[config.mk]
export PLATFORM = sky130hd
export DESIGN_NAME = sysclk_rst_gen
export DESIGN_NICKNAME = d
export VERILOG_FILES = /design/src/rtl/sysclk_rst_gen.sv
export SDC_FILE = /design/constraint.sdc
export NUM_CORES = 1
export LEC_CHECK = 0
export BUFFER_PORTS_ARGS = -buffer_cell sky130_fd_sc_hd__buf_2
export CAP_MARGIN = 10
export CORE_ASPECT_RATIO = 0.7
export CORE_UTILIZATION = 42
export CTS_BUF_LIST = sky130_fd_sc_hd__clkbuf_16
export CTS_CLUSTER_DIAMETER = 150
export DETAILED_ROUTE_END_ITERATION = 6
export GPL_TIMING_DRIVEN = 0
export PLACE_DENSITY = 0.7
export SYNTH_ARGS = -nofsm -noshare
export SYNTH_HDL_FRONTEND = slang
export SYNTH_SLANG_ARGS = --single-unit
[constraint.sdc]
create_clock -name clk_in -period 2.91 [get_ports clk_in]
set_clock_uncertainty 0.2 [all_clocks]
set_input_delay 0.1455 -clock clk_in [delete_from_list [all_inputs] [get_ports clk_in]]
set_output_delay 0.1455 -clock clk_in [all_outputs]
set_load 0.02 [all_outputs]
[src/rtl/sysclk_rst_gen.sv]
// ---------------------------------------------------------------------------
// sysclk_rst_gen
// Clock-and-reset generator for the CPU subsystem. It runs entirely on the
// PLL clock, clk_in, and produces three things:
//   - sys_clk: a divided CPU clock with 50% duty cycle. The rate can be
//     selected at run time, and a rate change never produces a glitch.
//   - sys_clk_rise: a one-cycle strobe that marks each 0->1 edge of sys_clk.
//   - sys_res: a delayed CPU reset. It has three causes: power-on/button,
//     a software request, and a watchdog timeout.
//
// Ports
//   clk_in        in   PLL clock; the only clock in this block
//   b_reset       in   asynchronous active-low reset
//   div_sel[1:0]  in   rate select; half period = BASE << div_sel
//   sw_reset      in   software reset request (level), sampled at sys_clk rise
//   wdt_en        in   watchdog enable, sampled at sys_clk rise
//   wdt_kick      in   watchdog restart, sampled at sys_clk rise
//   sys_clk       out  divided CPU clock
//   sys_clk_rise  out  one clk_in cycle high when sys_clk goes 0->1
//   sys_res       out  active-high CPU/peripheral reset
//   wdt_fired     out  sticky flag: the watchdog has fired since b_reset
//   res_cause     out  cause of the last reset: 00 por/button, 01 sw, 10 wdt
// ---------------------------------------------------------------------------
module sysclk_rst_gen #(
    parameter int unsigned OSC_CLOCK   = 24000000,
    parameter int unsigned CPU_CLOCK   = 3000000,
    parameter int unsigned DIV_W       = 8,
    parameter int unsigned RES_DELAY   = 4,
    parameter int unsigned WDT_W       = 16,
    parameter int unsigned WDT_TIMEOUT = 65535
) (
    input  logic       clk_in,
    input  logic       b_reset,
    input  logic [1:0] div_sel,
    input  logic       sw_reset,
    input  logic       wdt_en,
    input  logic       wdt_kick,
    output logic       sys_clk,
    output logic       sys_clk_rise,
    output logic       sys_res,
    output logic       wdt_fired,
    output logic [1:0] res_cause
);

    localparam int unsigned BASE  = OSC_CLOCK / CPU_CLOCK / 2;
    localparam int unsigned DLY_W = (RES_DELAY < 1) ? 1 : $clog2(RES_DELAY + 1);

    localparam logic [DIV_W-1:0] BASE_V   = DIV_W'(BASE);
    localparam logic [DLY_W-1:0] DLY_INIT = DLY_W'(RES_DELAY);
    localparam logic [WDT_W-1:0] WDT_TO   = WDT_W'(WDT_TIMEOUT);

    localparam logic [1:0] CAUSE_POR = 2'b00;
    localparam logic [1:0] CAUSE_SW  = 2'b01;
    localparam logic [1:0] CAUSE_WDT = 2'b10;

    // The slowest rate, BASE << 3, must still fit in the half-period counter.
    if (BASE < 1 || (BASE * 8) > (2 ** DIV_W)) begin : g_param_err
        $error("sysclk_rst_gen: BASE=%0d out of range for DIV_W=%0d", BASE, DIV_W);
    end

    // State registers.
    logic [DIV_W-1:0] cnt_q,        cnt_d;
    logic [1:0]       active_sel_q, active_sel_d;
    logic             sys_clk_q,    sys_clk_d;
    logic             rise_q,       rise_d;
    logic             sys_res_q,    sys_res_d;
    logic [DLY_W-1:0] dly_q,        dly_d;
    logic [WDT_W-1:0] wdt_cnt_q,    wdt_cnt_d;
    logic             wdt_fired_q,  wdt_fired_d;
    logic [1:0]       res_cause_q,  res_cause_d;

    // Terminal count of the half period. It uses the rate that is currently
    // active, so a rate change cannot cut the current phase short.
    logic [DIV_W-1:0] half_m1;
    logic             toggle;
    logic             rise_now;
    logic             wdt_timeout;

    assign half_m1  = (BASE_V << active_sel_q) - DIV_W'(1);
    assign toggle   = (cnt_q >= half_m1);
    assign rise_now = toggle & ~sys_clk_q;

    // The watchdog only counts while it is enabled and the CPU is out of
    // reset. A kick or a software request sampled on the same rise wins.
    assign wdt_timeout = ~sys_res_q & wdt_en & ~wdt_kick & ~sw_reset &
                         (wdt_cnt_q == WDT_TO);

    // Next-state logic for the divider, the reset sequencer and the watchdog.
    always_comb begin
        cnt_d        = cnt_q;
        active_sel_d = active_sel_q;
        sys_clk_d    = sys_clk_q;
        rise_d       = 1'b0;
        sys_res_d    = sys_res_q;
        dly_d        = dly_q;
        wdt_cnt_d    = wdt_cnt_q;
        wdt_fired_d  = wdt_fired_q;
        res_cause_d  = res_cause_q;

        // Divider. The new rate is taken only at the 1->0 toggle, so every
        // high or low phase runs for a full old-H or a full new-H.
        if (toggle) begin
            cnt_d     = '0;
            sys_clk_d = ~sys_clk_q;
            rise_d    = ~sys_clk_q;
            if (sys_clk_q) begin
                active_sel_d = div_sel;
            end
        end else begin
            cnt_d = cnt_q + DIV_W'(1);
        end

        // Reset sequencer and watchdog advance only on sys_clk rising edges.
        if (rise_now) begin
            if (sw_reset) begin
                sys_res_d   = 1'b1;
                dly_d       = DLY_INIT;
                res_cause_d = CAUSE_SW;
                wdt_cnt_d   = '0;
            end else if (wdt_timeout) begin
                sys_res_d   = 1'b1;
                dly_d       = DLY_INIT;
                res_cause_d = CAUSE_WDT;
                wdt_fired_d = 1'b1;
                wdt_cnt_d   = '0;
            end else begin
                if (sys_res_q) begin
                    if (dly_q == '0) begin
                        sys_res_d = 1'b0;
                    end else begin
                        dly_d = dly_q - DLY_W'(1);
                    end
                end

                if (sys_res_q || !wdt_en || wdt_kick) begin
                    wdt_cnt_d = '0;
                end else if (wdt_cnt_q != '1) begin
                    wdt_cnt_d = wdt_cnt_q + WDT_W'(1);
                end
            end
        end
    end

    // State registers, asynchronously reset by b_reset.
    always_ff @(posedge clk_in or negedge b_reset) begin
        if (!b_reset) begin
            cnt_q        <= '0;
            active_sel_q <= 2'b00;
            sys_clk_q    <= 1'b0;
            rise_q       <= 1'b0;
            sys_res_q    <= 1'b1;
            dly_q        <= DLY_INIT;
            wdt_cnt_q    <= '0;
            wdt_fired_q  <= 1'b0;
            res_cause_q  <= CAUSE_POR;
        end else begin
            cnt_q        <= cnt_d;
            active_sel_q <= active_sel_d;
            sys_clk_q    <= sys_clk_d;
            rise_q       <= rise_d;
            sys_res_q    <= sys_res_d;
            dly_q        <= dly_d;
            wdt_cnt_q    <= wdt_cnt_d;
            wdt_fired_q  <= wdt_fired_d;
            res_cause_q  <= res_cause_d;
        end
    end

    assign sys_clk      = sys_clk_q;
    assign sys_clk_rise = rise_q;
    assign sys_res      = sys_res_q;
    assign wdt_fired    = wdt_fired_q;
    assign res_cause    = res_cause_q;

endmodule

==> flow_summary.json <==
{
  "clock-sinks": 35,
  "antenna_left": 0,
  "via_count": 1395,
  "cts.clk_slew.worst_paths_ns": 0.05,
  "async_reset_ff_share_pct": 100,
  "setup_tns_ns": 0,
  "status": "finished, final reports clean",
  "die-area_sq_mm": 0.00473,
  "worstPathRequired_ns": 2.86,
  "cts_tree": "done",
  "dr.pass1.iters": 4,
  "worst-r2r-setup-slack_ns": 0.37,
  "die_w_um": 81.8,
  "numCtsBuffers": 5,
  "drv_slew": 0,
  "dp.cells": 246,
  "hold-worst-slack_ns": 0.144,
  "seq_area_sq_um": 878,
  "maxCapViolCount": 0,
  "initial_utilization_pct": 45.7,
  "routed_wl_um": 3800,
  "finalInstanceArea_sq_mm": 0.00220,
  "place_congestion": 0.755,
  "endpoint_kind": "flip-flop",
  "maxSlewHeadroom_pct": 25.0,
  "cts_root_buf": "clkbuf_16",
  "power_mw": 1.47,
  "whs_path_depth": 4,
  "yosys.area.top_type_share_pct": 44.1,
  "coreArea_sq_mm": 0.00409,
  "setup_ws_ns": 0.225,
  "io_buffer_count": 12,
  "syn_nets": 197,
  "synth_top_area_cell": "dfrtp_1",
  "yosysWarnings": 0,
  "dp_hpwl_um": 2610,
  "fin_util_pct": 53.8,
  "layout-drive-gt1-share_pct": 18.9,
  "clk_path_buf_depth": 2,
  "synth_common_cells": "dfrtp_1 (33), nand2_1 (26), nand3_1 (20)",
  "netlist_area_sq_mm": 0.00187,
  "layout.cells.non_filler": 258,
  "filler_cell_count": 369,
  "antenna_found_initial": 0,
  "worst-r2r-cell-count": 4,
  "wire_per_inst_um": 14.7,
  "drc_errors": 0,
  "final_nets": 220,
  "worst_pin_slew_ns": 1.11,
  "rr_startpoint": "sys_res",
  "drt_iter0_markers": 78,
  "grt_max_degree": 36,
  "ys_seq_area_share_pct": 47.0,
  "ys_top_cells_by_area": "dfrtp_1 (44%), ha_1 (5.4%), nand3_1 (5.4%)",
  "syn_area_per_cell_sq_um": 10.3,
  "grtUsageTotal_pct": 19.2,
  "grt_overflow_total": 0,
  "clkLatencyLatePin_ns": 0.28,
  "timing.rr.end": "dly_q[1]",
  "vdd_drop_max_mv": 0.448,
  "hp-start": "wdt_kick",
  "num_antenna_cells": 0,
  "vias_per_cell": 5.41,
  "syn_inst": 182,
  "setup_viol": 0,
  "grt_pass1_vias": 1318,
  "die_y_um": 57.8,
  "hold_viol": 0,
  "hold_class": "input pin to flip-flop",
  "post-route-min-period_ns": 2.68,
  "fmax_mhz": 373,
  "yosysMostFrequentCell": "dfrtp_1",
  "core.rowCount": 19,
  "start_kind": "input pin",
  "yosysUniqueCellTypes": 49,
  "syn_to_final_growth_pct": 17.7,
  "multi_input_area_sq_um": 933,
  "period_share_pct": 92.3,
  "postPlaceCellArea_sq_mm": 0.00200,
  "rsz0062_at_grt": "false",
  "synth-seq-cells": 35,
  "synth-edff-count": 0,
  "arrival_ns": 2.64,
  "yosys_most_used_dff": "dfrtp_1",
  "grt_pass1_wl_um": 6600,
  "hold_end": "wdt_cnt_q[2]",
  "power_density_mw_per_mm2": 667,
  "path_class": "input pin to flip-flop",
  "h-tree-depth": 2,
  "p_leak_nw": 0.941,
  "crit_path_max_fanout": 5,
  "ios": 13,
  "pre_cts_slack_ns": 0.369
}
## critical path, stage by stage
cell and delay [ns]:
dlygate4sd3_1 0.53, buf_2 0.15, nor4b_1 0.95, a41oi_1 0.46
a21oi_1 0.29, o22ai_1 0.11
## cell families (layout without fill, tap and decap cells)
family,Yosys count,after routing,share of synthesized area [%]
AND/OR/NAND/NOR,78,78,20.5
AO/OA/AOI/OAI,37,37,19.1
flip-flops,35,35,47.0
buffers and inverters,13,37,3.14
adder cells (fa/ha/maj),8,8,5.35
XOR/XNOR,6,6,2.81
multiplexers,3,3,1.74
other,2,2,0.401
## flip-flops by register name (all words and copies together) (netlist names)
signal        cells
sys_clk_rise      1
wdt_cnt_q        16
sys_res           1
sys_clk           1
dly_q             3
active_sel_q      2
res_cause         2
wdt_fired         1
cnt_q             8
## cell type report
cell class,instances,area share (%)
inverter,8,1.36
sequential,35,39.9
timing repair buffer,16,4.55
tap,52,2.96
clock buffer,5,5.69
clock inverter,3,1.76
buffer,5,1.36
multi-input combinational,134,42.4
## cells in the final DEF, fill, tap and decap left out, drive strengths merged, types with 4 or more instances in the layout
cell / netlist / layout
inv: 7 / 7
o21ai: 10 / 10
o311ai: 8 / 8
clkbuf: 1 / 7
nand4: 4 / 4
buf: 4 / 15
nand3: 21 / 21
nand2: 27 / 27
ha: 8 / 8
dfrtp: 33 / 33
nor2: 15 / 15
dlygate4sd3: 0 / 4
## timing repair
action | CTS | global route
endpoints found under the hold margin | 36 | 0
gates resized for setup | 0 | 1
hold buffers | 4 | 0
endpoints found under the setup margin | 0 | 1
buffers inserted | 0 | 0
## where the power goes
part | total [mW] | leakage (nW) | internal [mW] | switching (mW)
logic | 0.275 | 0.397 | 0.108 | 0.167
registers | 0.601 | 0.462 | 0.550 | 0.0504
clock network | 0.592 | 0.0812 | 0.399 | 0.193
## per-layer routing
| layer | vias to the layer above | track usage, % | wire, um |
|---|---|---|---|
| met5 | - | 0 | 0 |
| met4 | 0 | 6.77 | 61 |
| met3 | 8 | 5.20 | 120 |
| met2 | 16 | 25.6 | 1560 |
| met1 | 665 | 29.4 | 2050 |
| li1 | 706 | - | - |
## how the worst max path moves through the flow
| stage | startpoint | end | slack [ns] | cells after the start |
|---|---|---|---|---|
| 2_1_floorplan | cnt_q[4] | wdt_cnt_q[9] | 0.79 | 8 |
| 4_1_cts | sw_reset | dly_q[1] | 0.32 | 6 |
| 3_3_place_gp | cnt_q[4] | wdt_cnt_q[12] | 0.37 | 8 |
| 6_report | sw_reset | dly_q[1] | 0.23 | 6 |
| 3_5_place_dp | cnt_q[4] | wdt_cnt_q[9] | 0.37 | 8 |
| 5_1_grt | sw_reset | dly_q[1] | 0.13 | 6 |
Power figures use the tool's default switching activity.
